### src/rtl/tea_pkg.sv
// Shared constants and encodings for the iterative TEA/XTEA engine.
// The XTEA option is selected by TEA_XTEA_EN; the algo encoding is always present.
package tea_pkg;

    localparam logic [31:0] TEA_DELTA = 32'h9e3779b9;

    typedef enum logic {
        MODE_CIPHER   = 1'b0,
        MODE_DECIPHER = 1'b1
    } mode_e;

    typedef enum logic {
        ALGO_TEA  = 1'b0,
        ALGO_XTEA = 1'b1
    } algo_e;

    typedef enum logic [1:0] {
        IDLE = 2'd0,
        RUN  = 2'd1,
        DONE = 2'd2
    } state_e;

endpackage

### src/rtl/tea_engine_iter_if.sv
// Request/response bundle between the key/data source, the engine and the consumer.
// iAlgo exists only when TEA_XTEA_EN is defined.
interface tea_engine_iter_if #(
    parameter int WORD_SIZE    = 32,
    parameter int ROUND_NUMBER = 32
);
    localparam int CW = $clog2(ROUND_NUMBER + 1);

    logic                 iValid;
    logic                 oReady;
    logic                 iMode;
`ifdef TEA_XTEA_EN
    logic                 iAlgo;
`endif
    logic [WORD_SIZE-1:0] iV0;
    logic [WORD_SIZE-1:0] iV1;
    logic [WORD_SIZE-1:0] iK0;
    logic [WORD_SIZE-1:0] iK1;
    logic [WORD_SIZE-1:0] iK2;
    logic [WORD_SIZE-1:0] iK3;
    logic                 oValid;
    logic                 iReady;
    logic [WORD_SIZE-1:0] oV0;
    logic [WORD_SIZE-1:0] oV1;
    logic                 oBusy;
    logic [CW-1:0]        oRoundCount;

    modport master (
`ifdef TEA_XTEA_EN
        output iAlgo,
`endif
        output iValid, iMode, iV0, iV1, iK0, iK1, iK2, iK3, iReady,
        input  oReady, oValid, oV0, oV1, oBusy, oRoundCount
    );

    modport slave (
`ifdef TEA_XTEA_EN
        input  iAlgo,
`endif
        input  iValid, iMode, iV0, iV1, iK0, iK1, iK2, iK3, iReady,
        output oReady, oValid, oV0, oV1, oBusy, oRoundCount
    );

endinterface

### src/rtl/tea_round.sv
// One combinational TEA round (cipher or decipher); with TEA_XTEA_EN it also
// implements the XTEA round, selected by algo_i.
module tea_round
    import tea_pkg::*;
#(
    parameter int                   WORD_SIZE = 32,
    parameter logic [WORD_SIZE-1:0] DELTA_W   = WORD_SIZE'(TEA_DELTA)
) (
    input  logic [WORD_SIZE-1:0] v0_i,
    input  logic [WORD_SIZE-1:0] v1_i,
    input  logic [WORD_SIZE-1:0] sum_i,
    input  logic [WORD_SIZE-1:0] k0_i,
    input  logic [WORD_SIZE-1:0] k1_i,
    input  logic [WORD_SIZE-1:0] k2_i,
    input  logic [WORD_SIZE-1:0] k3_i,
    input  logic                 mode_i,
`ifdef TEA_XTEA_EN
    input  logic                 algo_i,
`endif
    output logic [WORD_SIZE-1:0] v0_o,
    output logic [WORD_SIZE-1:0] v1_o,
    output logic [WORD_SIZE-1:0] sum_o
);

    typedef logic [WORD_SIZE-1:0] word_t;

    function automatic word_t tea_f(word_t v, word_t s, word_t ka, word_t kb);
        return ((v << 4) + ka) ^ (v + s) ^ ((v >> 5) + kb);
    endfunction

    word_t sum_inc;
    word_t sum_dec;
    word_t v0_t;
    word_t v1_t;

    assign sum_inc = sum_i + DELTA_W;
    assign sum_dec = sum_i - DELTA_W;

`ifdef TEA_XTEA_EN
    function automatic word_t xtea_f(word_t v, word_t s, word_t k);
        return (((v << 4) ^ (v >> 5)) + v) ^ (s + k);
    endfunction

    word_t keys [4];
    assign keys = '{k0_i, k1_i, k2_i, k3_i};
`endif

    always_comb begin
        v0_t  = v0_i;
        v1_t  = v1_i;
        sum_o = sum_i;
`ifdef TEA_XTEA_EN
        if (algo_i == ALGO_XTEA) begin
            // Decipher runs the cipher steps backwards, so it starts from sum+DELTA.
            if (mode_i == MODE_DECIPHER) begin
                v1_t  = v1_i - xtea_f(v0_i, sum_i, keys[sum_i[12:11]]);
                v0_t  = v0_i - xtea_f(v1_t, sum_dec, keys[sum_dec[1:0]]);
                sum_o = sum_dec;
            end else begin
                v0_t  = v0_i + xtea_f(v1_i, sum_i, keys[sum_i[1:0]]);
                v1_t  = v1_i + xtea_f(v0_t, sum_inc, keys[sum_inc[12:11]]);
                sum_o = sum_inc;
            end
        end else
`endif
        if (mode_i == MODE_DECIPHER) begin
            v1_t  = v1_i - tea_f(v0_i, sum_i, k2_i, k3_i);
            v0_t  = v0_i - tea_f(v1_t, sum_i, k0_i, k1_i);
            sum_o = sum_dec;
        end else begin
            v0_t  = v0_i + tea_f(v1_i, sum_inc, k0_i, k1_i);
            v1_t  = v1_i + tea_f(v0_t, sum_inc, k2_i, k3_i);
            sum_o = sum_inc;
        end
    end

    assign v0_o = v0_t;
    assign v1_o = v1_t;

endmodule

### src/rtl/tea_engine_iter.sv
// Iterative TEA engine: one shared datapath for cipher/decipher, ROUNDS_PER_CYCLE
// rounds per clock. Define TEA_XTEA_EN to add the iAlgo input and XTEA rounds.
//
// state | meaning
// IDLE  | ready for a request; latches block, keys, mode on iValid
// RUN   | applying rounds, oRoundCount advancing
// DONE  | result on oV0/oV1 with oValid, waiting for iReady
module tea_engine_iter
    import tea_pkg::*;
#(
    parameter int          WORD_SIZE        = 32,
    parameter logic [31:0] DELTA            = TEA_DELTA,
    parameter int          ROUND_NUMBER     = 32,
    parameter int          ROUNDS_PER_CYCLE = 1
) (
    input logic               clk,
    input logic               rst,
    tea_engine_iter_if.slave  bus
);

    localparam int CW = $clog2(ROUND_NUMBER + 1);
    typedef logic [WORD_SIZE-1:0] word_t;
    localparam word_t DELTA_W = WORD_SIZE'(DELTA);
    localparam word_t DEC_SUM = WORD_SIZE'(DELTA_W * word_t'(ROUND_NUMBER));

    if ((ROUNDS_PER_CYCLE < 1) || ((ROUND_NUMBER % ROUNDS_PER_CYCLE) != 0)) begin : g_bad_cfg
        $error("tea_engine_iter: ROUNDS_PER_CYCLE must divide ROUND_NUMBER");
    end

    state_e                      state_q, state_d;
    word_t                       v0_q, v0_d, v1_q, v1_d, sum_q, sum_d;
    word_t                       res0_q, res0_d, res1_q, res1_d;
    logic [3:0][WORD_SIZE-1:0]   key_q, key_d;
    logic                        mode_q, mode_d;
    logic [CW-1:0]               cnt_q, cnt_d, cnt_next;
`ifdef TEA_XTEA_EN
    logic                        algo_q, algo_d;
`endif

    for (genvar g = 0; g < ROUNDS_PER_CYCLE; g++) begin : g_round
        word_t v0_in, v1_in, sum_in, v0_n, v1_n, sum_n;
        if (g == 0) begin : g_first
            assign v0_in  = v0_q;
            assign v1_in  = v1_q;
            assign sum_in = sum_q;
        end else begin : g_next
            assign v0_in  = g_round[g-1].v0_n;
            assign v1_in  = g_round[g-1].v1_n;
            assign sum_in = g_round[g-1].sum_n;
        end
        tea_round #(
            .WORD_SIZE (WORD_SIZE),
            .DELTA_W   (DELTA_W)
        ) u_round (
            .v0_i   (v0_in),
            .v1_i   (v1_in),
            .sum_i  (sum_in),
            .k0_i   (key_q[0]),
            .k1_i   (key_q[1]),
            .k2_i   (key_q[2]),
            .k3_i   (key_q[3]),
            .mode_i (mode_q),
`ifdef TEA_XTEA_EN
            .algo_i (algo_q),
`endif
            .v0_o   (v0_n),
            .v1_o   (v1_n),
            .sum_o  (sum_n)
        );
    end

    word_t v0_last, v1_last, sum_last;
    assign v0_last  = g_round[ROUNDS_PER_CYCLE-1].v0_n;
    assign v1_last  = g_round[ROUNDS_PER_CYCLE-1].v1_n;
    assign sum_last = g_round[ROUNDS_PER_CYCLE-1].sum_n;
    assign cnt_next = cnt_q + CW'(ROUNDS_PER_CYCLE);

    always_ff @(posedge clk) begin
        if (rst) begin
            state_q <= IDLE;
            v0_q    <= '0;
            v1_q    <= '0;
            sum_q   <= '0;
            key_q   <= '0;
            mode_q  <= MODE_CIPHER;
            cnt_q   <= '0;
            res0_q  <= '0;
            res1_q  <= '0;
`ifdef TEA_XTEA_EN
            algo_q  <= ALGO_TEA;
`endif
        end else begin
            state_q <= state_d;
            v0_q    <= v0_d;
            v1_q    <= v1_d;
            sum_q   <= sum_d;
            key_q   <= key_d;
            mode_q  <= mode_d;
            cnt_q   <= cnt_d;
            res0_q  <= res0_d;
            res1_q  <= res1_d;
`ifdef TEA_XTEA_EN
            algo_q  <= algo_d;
`endif
        end
    end

    always_comb begin
        state_d = state_q;
        v0_d    = v0_q;
        v1_d    = v1_q;
        sum_d   = sum_q;
        key_d   = key_q;
        mode_d  = mode_q;
        cnt_d   = cnt_q;
        res0_d  = res0_q;
        res1_d  = res1_q;
`ifdef TEA_XTEA_EN
        algo_d  = algo_q;
`endif
        case (state_q)
            IDLE: begin
                if (bus.iValid) begin
                    v0_d    = bus.iV0;
                    v1_d    = bus.iV1;
                    key_d   = {bus.iK3, bus.iK2, bus.iK1, bus.iK0};
                    mode_d  = bus.iMode;
                    sum_d   = (bus.iMode == MODE_DECIPHER) ? DEC_SUM : '0;
                    cnt_d   = '0;
`ifdef TEA_XTEA_EN
                    algo_d  = bus.iAlgo;
`endif
                    state_d = RUN;
                end
            end
            RUN: begin
                v0_d  = v0_last;
                v1_d  = v1_last;
                sum_d = sum_last;
                cnt_d = cnt_next;
                // Results become visible only once the last round has been applied.
                if (cnt_next == CW'(ROUND_NUMBER)) begin
                    res0_d  = v0_last;
                    res1_d  = v1_last;
                    state_d = DONE;
                end
            end
            DONE: begin
                if (bus.iReady) begin
                    cnt_d   = '0;
                    state_d = IDLE;
                end
            end
            default: state_d = IDLE;
        endcase
    end

    assign bus.oReady      = (state_q == IDLE);
    assign bus.oBusy       = (state_q == RUN);
    assign bus.oValid      = (state_q == DONE);
    assign bus.oRoundCount = cnt_q;
    assign bus.oV0         = res0_q;
    assign bus.oV1         = res1_q;

endmodule

### src/flat_wrapper.sv
// flat-port wrapper written by rule: the top's interface ports become plain ports
module tea_engine_iter_flat import tea_pkg::*;
#(
    parameter int          WORD_SIZE        = 32,
    parameter logic [31:0] DELTA            = TEA_DELTA,
    parameter int          ROUND_NUMBER     = 32,
    parameter int          ROUNDS_PER_CYCLE = 1
)
  (clk, rst, bus_iValid, bus_iMode, bus_iV0, bus_iV1, bus_iK0, bus_iK1, bus_iK2, bus_iK3, bus_iReady, bus_oReady, bus_oValid, bus_oV0, bus_oV1, bus_oBusy, bus_oRoundCount);
  tea_engine_iter_if #(.WORD_SIZE(WORD_SIZE), .ROUND_NUMBER(ROUND_NUMBER)) bus_i ();
  input logic clk;
  input logic rst;
  input wire logic [$bits(bus_i.iValid)-1:0] bus_iValid;
  input wire logic [$bits(bus_i.iMode)-1:0] bus_iMode;
  input wire logic [$bits(bus_i.iV0)-1:0] bus_iV0;
  input wire logic [$bits(bus_i.iV1)-1:0] bus_iV1;
  input wire logic [$bits(bus_i.iK0)-1:0] bus_iK0;
  input wire logic [$bits(bus_i.iK1)-1:0] bus_iK1;
  input wire logic [$bits(bus_i.iK2)-1:0] bus_iK2;
  input wire logic [$bits(bus_i.iK3)-1:0] bus_iK3;
  input wire logic [$bits(bus_i.iReady)-1:0] bus_iReady;
  output wire logic [$bits(bus_i.oReady)-1:0] bus_oReady;
  output wire logic [$bits(bus_i.oValid)-1:0] bus_oValid;
  output wire logic [$bits(bus_i.oV0)-1:0] bus_oV0;
  output wire logic [$bits(bus_i.oV1)-1:0] bus_oV1;
  output wire logic [$bits(bus_i.oBusy)-1:0] bus_oBusy;
  output wire logic [$bits(bus_i.oRoundCount)-1:0] bus_oRoundCount;
  assign bus_i.iValid = bus_iValid;
  assign bus_i.iMode = bus_iMode;
  assign bus_i.iV0 = bus_iV0;
  assign bus_i.iV1 = bus_iV1;
  assign bus_i.iK0 = bus_iK0;
  assign bus_i.iK1 = bus_iK1;
  assign bus_i.iK2 = bus_iK2;
  assign bus_i.iK3 = bus_iK3;
  assign bus_i.iReady = bus_iReady;
  assign bus_oReady = bus_i.oReady;
  assign bus_oValid = bus_i.oValid;
  assign bus_oV0 = bus_i.oV0;
  assign bus_oV1 = bus_i.oV1;
  assign bus_oBusy = bus_i.oBusy;
  assign bus_oRoundCount = bus_i.oRoundCount;
  tea_engine_iter #(.WORD_SIZE(WORD_SIZE), .DELTA(DELTA), .ROUND_NUMBER(ROUND_NUMBER), .ROUNDS_PER_CYCLE(ROUNDS_PER_CYCLE)) u_core (.clk(clk), .rst(rst), .bus(bus_i));
endmodule
### config.mk
export PLATFORM = sky130hd
export DESIGN_NAME = tea_engine_iter_flat
export DESIGN_NICKNAME = d
export VERILOG_FILES = /design/src/rtl/tea_pkg.sv /design/src/rtl/tea_engine_iter_if.sv /design/src/rtl/tea_round.sv /design/src/rtl/tea_engine_iter.sv /design/src/flat_wrapper.sv
export SDC_FILE = /design/constraint.sdc
export NUM_CORES = 2
export LEC_CHECK = 0
export BUFFER_PORTS_ARGS = -buffer_cell sky130_fd_sc_hd__buf_2
export CAP_MARGIN = 5
export CORE_ASPECT_RATIO = 0.6
export CORE_MARGIN = 5
export CORE_UTILIZATION = 30
export DETAILED_ROUTE_END_ITERATION = 16
export SLEW_MARGIN = 10
export SYNTH_ARGS = -nofsm -noshare
export SYNTH_HDL_FRONTEND = slang
export SYNTH_SLANG_ARGS = --single-unit
### constraint.sdc
create_clock -name clk -period 17.8 [get_ports clk]
set_input_delay 0 -clock clk [delete_from_list [all_inputs] [get_ports clk]]
set_output_delay 0 -clock clk [all_outputs]
set_load 0.02 [all_outputs]
Yosys cells after proc, flatten, opt, wreduce, memory -nomap -nowiden
Index checks and enable logic that the tools add are counted.
{"block": "op_classes", "reduce_logical": 8, "shift": 0, "n_eq_ne": 6, "add_sub_neg": 19, "n_lt_le_gt_ge": 0, "mul": 0, "n_mux": 17, "n_bitwise": 8, "div_mod_pow": 0}
{"operator": "adder 32 bit", "count": 10}
{"operator": "XOR 32 bit", "count": 8}
{"operator": "two-way mux 32 bit", "count": 7}
{"operator": "one-hot mux 32 bit (2 select lines)", "count": 3}
{"operator": "adder 27 x 32 -> 32 bit", "count": 4}
{"operator": "subtractor 32 bit", "count": 2}
{"operator": "adder 32 bit (second input constant)", "count": 1}
{"operator": "subtractor 32 bit (second input constant)", "count": 1}
{"operator": "one-hot mux 6 bit (3 select lines)", "count": 1}
{"operator": "two-way mux 6 bit", "count": 2}
{"operator": "adder 6 x 1 -> 6 bit (second input constant)", "count": 1}
{"operator": "== test 6 bit (second input constant)", "count": 1}
{"operator": "two-way mux 2 bit", "count": 3}
{"operator": "one-hot mux 2 bit (3 select lines)", "count": 1}
{"operator": "AND reduction 2 bit", "count": 3}
{"operator": "AND reduction 3 bit", "count": 2}
{"operator": "inequality test 2 bit (second input constant)", "count": 2}
{"operator": "nonzero test 3 bit", "count": 1}
{"operator": "== test 2 x 1 -> 1 bit (second input constant)", "count": 1}
{"operator": "== test 2 bit (second input constant)", "count": 1}
{"operator": "zero test 2 bit", "count": 1}
{"operator": "inequality test 2 x 1 -> 1 bit (second input constant)", "count": 1}
{"operator": "nonzero test 2 bit", "count": 1}
{"block": "word_totals", "mem_count": 0, "out_inout_bits": 73, "mem_bits_rw": 0, "input_bits": 197, "ff_bits": 297, "romBits": 0, "latchBits": 0}

Logic depth before layout (Yosys ltp)
{"block": "logic_depth", "ltp_word": 11, "mapped_depth": 46}

By module
From an unflattened synthesis, not the netlist that was laid out.
{"block": "unflattened", "cells_unflattened": 4781, "hier_area_um2": 36989.2}
{"mod": "tea_round", "seq_area_each_um2": 0.0, "cells_each": 3478, "instances": 1, "area_each_um2": 25747.2}
{"mod": "tea_engine_iter", "seq_area_each_um2": 5945.7, "cells_each": 1303, "instances": 1, "area_each_um2": 11242.0}

Worst setup path before layout
Ideal clock, no wire load.
{"block": "synth_timing", "path_kind": "register -> register", "start": "register u_core.sum_q[1], in the netlist u_core.g_round[0].sum_in[1]", "end": "register u_core.res1_q[28], in the netlist u_core.bus.oV1[28]", "setup_time_ns": 0.132, "slack_ns": 8.566, "stages_incl_launch_ff": 43, "required_ns": 17.668, "t_arrival_ns": 9.102, "n_path_buf": 0, "path_cell_list": "dfxtp_1 -> ha_1 -> a2111oi_2 -> o21ai_1 -> a31oi_1 -> nand2_1 -> xnor2_1 -> ha_1 -> a21o_1 -> a21o_1 -> a211o_1 -> a211o_1 -> nand2_1 -> xnor2_1 -> xnor2_1 -> xnor2_1 -> ha_1 -> a21oi_1 -> (+7 left out) -> a21oi_1 -> o21ai_0 -> nand2_1 -> nand2b_1 -> a21oi_1 -> xnor2_1 -> ha_1 -> nand2_1 -> nor3_1 -> nand4_1 -> or4_1 -> o2111a_1 -> o21ai_0 -> a21o_1 -> a21oi_1 -> mux2_2 -> a211oi_1 -> nor3_1"}
{"block": "synth_via", "elab_chain_len": 10}
{"item": "from (decl)", "line": "tea_engine_iter.sv:31", "text": "word_t v0_q, v0_d, v1_q, v1_d, sum_q, sum_d;"}
{"item": "from (signal assigned)", "line": "tea_engine_iter.sv:96", "text": "sum_q <= sum_d;"}
{"item": "adder 32 bit", "line": "tea_round.sv:36", "text": "assign sum_inc = sum_i + DELTA_W;"}
{"item": "adder 32 bit", "line": "tea_round.sv:28", "text": "return ((v << 4) + ka) ^ (v + s) ^ ((v >> 5) + kb);"}
{"item": "XOR 32 bit (2 in series)", "line": "tea_round.sv:28"}
{"item": "adder 32 bit", "line": "tea_round.sv:71", "text": "v0_t = v0_i + tea_f(v1_i, sum_inc, k0_i, k1_i);"}
{"item": "adder 32 bit", "line": "tea_round.sv:28"}
{"item": "XOR 32 bit (2 in series)", "line": "tea_round.sv:28"}
{"item": "adder 32 bit", "line": "tea_round.sv:72", "text": "v1_t = v1_i + tea_f(v0_t, sum_inc, k2_i, k3_i);"}
{"item": "two-way mux 32 bit *", "line": "tea_round.sv:66", "text": "if (mode_i == MODE_DECIPHER) begin"}
{"item": "to (signal assigned)", "line": "tea_engine_iter.sv:101", "text": "res1_q <= res1_d;"}
{"item": "to (decl)", "line": "tea_engine_iter.sv:32", "text": "word_t res0_q, res0_d, res1_q, res1_d;"}
Mark *: on every way between the ends. The rest lies on a longest branch, timed or not.
A chain may end at the register's enable or synchronous reset.

Worst setup path in the final report
{"block": "layout_timing", "start": "register u_core.v0_q[5], in the netlist u_core.g_round[0].v0_in[5]", "end": "register u_core.v0_q[29], in the netlist u_core.g_round[0].v0_in[29]"}
{"block": "layout_via", "elab_chain_len": 10}
{"item": "from (decl)", "line": "tea_engine_iter.sv:31"}
{"item": "from (signal assigned)", "line": "tea_engine_iter.sv:94", "text": "v0_q <= v0_d;"}
{"item": "adder 32 bit", "line": "tea_round.sv:28"}
{"item": "XOR 32 bit (2 in series)", "line": "tea_round.sv:28"}
{"item": "subtractor 32 bit", "line": "tea_round.sv:67", "text": "v1_t = v1_i - tea_f(v0_i, sum_i, k2_i, k3_i);"}
{"item": "adder 32 bit", "line": "tea_round.sv:28"}
{"item": "XOR 32 bit (2 in series)", "line": "tea_round.sv:28"}
{"item": "subtractor 32 bit", "line": "tea_round.sv:68", "text": "v0_t = v0_i - tea_f(v1_t, sum_i, k0_i, k1_i);"}
{"item": "two-way mux 32 bit *", "line": "tea_round.sv:66"}
{"item": "one-hot mux 32 bit (2 select lines) *", "line": "tea_engine_iter.sv:121", "text": "case (state_q)"}
Marks and branches as above.

==> flow_metrics.py <==
metrics = {
    "hold_path": {
        "hold_path_class": "input port to register",
    },
    "sta": {
        "finalSetupTns_ns": 0,
        "period_share_pct": 67.50,
        "fmax_mhz": 83.23,
        "rsz0062_at_grt": "false",
        "slew-limit-headroom_pct": 9.251,
        "finalSetupViolCount": 0,
        "worst_pin_slew_ns": 1.352,
        "slew_viol_final": 0,
        "hold_viol": 0,
        "min_period_ns": 12.02,
        "skew_ns": 0.03109,
        "whs_ns": 0.1696,
    },
    "clock_tree": {
        "cts.htree.levels": 2,
        "clock_path_buffers": 3,
        "cts_tree": "built",
        "clockRootBuffer": "clkbuf_16",
        "clock-sinks": 297,
        "clock_latency_ns": 0.62,
        "clk_transition_reported_paths_ns": 0.08,
        "cts_made_buffers": 36,
        "cts_setup_buffers": 0,
    },
    "critical_path": {
        "crit_arrival_ns": 12.51,
        "cp.required_ns": 18.30,
        "cp-end-kind": "register",
        "slowest_delay_ns": 0.68,
        "worstSetupPathType": "register to register",
        "cpMaxStageDelayCell": "a2111oi_0",
        "cp_max_fo": 7,
        "startpoint_type": "register",
    },
    "run": {
        "drv_cap": 0,
    },
    "logic_synthesis": {
        "synthCells": 4803,
        "synth-edff-count": 0,
        "syn_area_mm2": 0.03667,
        "ys_warn_count": 0,
        "synth-async-reset-ratio_pct": 0,
        "ys_seq_elements": 297,
        "ys_types": 98,
        "synth_area_per_cell_um2": 7.634,
        "synth-main-ff-cell": "dfxtp_1",
        "synth_seq_area_share_pct": 16.22,
        "syn-num-nets": 5498,
    },
    "drt": {
        "via_per_inst": 5.736,
        "drc": 0,
        "via_count": 39710,
        "drtIter0Drc": 5666,
        "dr.pass1.iters": 6,
        "routedWlPerCell_um": 25.70,
        "drtAntennaViolNets": 0,
        "totalWireLength_um": 177900,
    },
    "layout": {
        "areaGrowthSynthToFinish_pct": 19.27,
        "layout-drive-gt1-share_pct": 9.067,
        "final_cell_mix": "584 x xnor2_1, 583 x a21oi_1, 531 x nand2_1",
        "final_common_cell": "xnor2_1",
        "layout.nets": 5974,
    },
    "placed_design": {
        "dp_hpwl_um": 146100,
        "gp_congestion": 1.014,
        "portBuffers": 269,
    },
    "die": {
        "die_area_mm2": 0.1295,
        "die_y_um": 280.8,
        "io_pins": 270,
        "die_x_um": 461.3,
        "initial_core_util_pct": 30.18,
        "coreArea_mm2": 0.1215,
        "rows": 99,
    },
    "global_route": {
        "grt_pass1_wl_um": 248800,
        "grt_use_total_pct": 26.18,
        "first_global_vias": 35560,
        "overflow": 0,
        "grt_max_degree": 91,
        "antenna_found_initial": 23,
    },
    "outcome": {
        "status": "finished, final reports clean",
    },
}
[registers in the layout (all words and copies together), names as in the netlist, 2 cells and up]
name,cells
u_core.bus.oRoundCount,6
u_core.bus.oV0,32
u_core.bus.oV1,32
u_core.g_round.sum_in,32
u_core.g_round.v0_in,32
u_core.g_round.v1_in,32
u_core.key_q,128
u_core.state_q,2
[timing repair]
action,4_1_cts,5_1_grt
endpoints found under the hold margin,209,0
hold buffers,260,0
gates resized for setup,0,0
[worst max-delay path, delay by kind of cell, from the launching register on]
kind                       cells  cell delay (ns)
buffers and inverters          3             0.92
adders and majority gates      5             1.96
xor gates and xnor gates       4             1.50
DFF                            1             0.46
AOI/OAI and AO/OA             27             6.29
and+or+nand+nor                3             0.74
[path summary, 6_finish.rpt]
| check | start | endpoint | slack [ns] | depth (start not counted) |
|---|---|---|---|---|
| max | u_core.g_round[0].v0_in[5] | u_core.g_round[0].v0_in[29] | 5.78 | 42 |
| min | bus_iK2[16] | u_core.key_q[80] | 0.17 | 4 |
| max reg2reg | u_core.g_round[0].v0_in[5] | u_core.g_round[0].v0_in[29] | 5.78 | 42 |
| min reg2reg | u_core.bus.oV1[7] | u_core.bus.oV1[7] | 0.45 | 2 |
[cells by family (layout without fill, tap and decap cells)]
| family | Yosys count | after routing | synth area share (%) |
|---|---|---|---|
| adder cells (fa/ha/maj) | 498 | 498 | 17.32 |
| flip-flops | 297 | 297 | 16.22 |
| AO/OA/AOI/OAI | 1632 | 1632 | 28.50 |
| other | 0 | 2 | 0 |
| multiplexers | 28 | 28 | 0.7917 |
| buffers and inverters | 299 | 801 | 3.248 |
| AND/OR/NAND/NOR | 1327 | 1327 | 16.19 |
| XOR/XNOR | 722 | 722 | 17.74 |
[through the flow]
stage / cells / area [µm²] / setup WS [ns] / utilization, %
final: 6923 / 43730 / 5.785 / 35.99
after global routing: 6921 / 43730 / 5.377 / 35.98
after CTS: 6921 / 43730 / 6.152 / 35.98
after detailed placement: 6597 / 39970 / 6.383 / 32.89
after global placement: 6597 / 39970 / 6.353 / 32.89
after floorplan: 4803 / 36670 / 8.566 / -
[routing by layer]
layer  up-vias  share of wire [%]  global-route usage, %
met3       154                 15                  9.814
met4         0                1.6                  4.012
met2      2151                 35                  32.51
met1     19060                 48                  41.63
met5         -                  0                      0
li1      18350                  -                      -
[cell type report]
class                   instances  area, µm²
clock inverters                17      141.4
multi-input cells            4207      29560
flip-flops and latches        297       5949
repair buffers                610       4567
diodes                          2      5.005
fillers                     12660      77780
well taps                    1616       2022
clock buffers                  47       1013
inverters                     127      476.7
[synth_stat cells, types with 11 or more instances]
library cell	count	area (µm²)
ha_1	482	6031
a221oi_1	34	297.8
or3_1	18	112.6
o211ai_1	27	202.7
a31o_2	11	96.34
a211o_1	12	105.1
o22ai_1	15	93.84
o31ai_1	23	172.7
nand2b_1	55	344.1
o21a_1	54	405.4
or2_2	13	81.33
xnor2_1	584	5115
nand3_1	88	440.4
nor3_1	74	370.4
o21ai_0	240	1201
o21bai_1	64	480.5
a22oi_1	50	375.4
nor2b_1	43	269.0
nand2_1	532	1997
xor2_1	124	1086
a21o_1	250	1877
and2_1	18	112.6
a211oi_1	67	503.0
nor2_1	355	1333
dfxtp_1	297	5946
nand4_1	45	281.5
mux2i_1	20	200.2
a31oi_1	61	381.6
a21oi_1	583	2918
inv_1	127	476.7
buf_1	20	75.07
fa_1	16	320.3
and3_1	38	237.7
a21boi_0	17	127.6
a311oi_1	12	105.1
clkbuf_1	142	533.0
xnor3_1	11	247.7
Power is left out: the tool's default activity adds up to more than one toggle a clock period on the data nets, which glitch-free logic cannot reach.
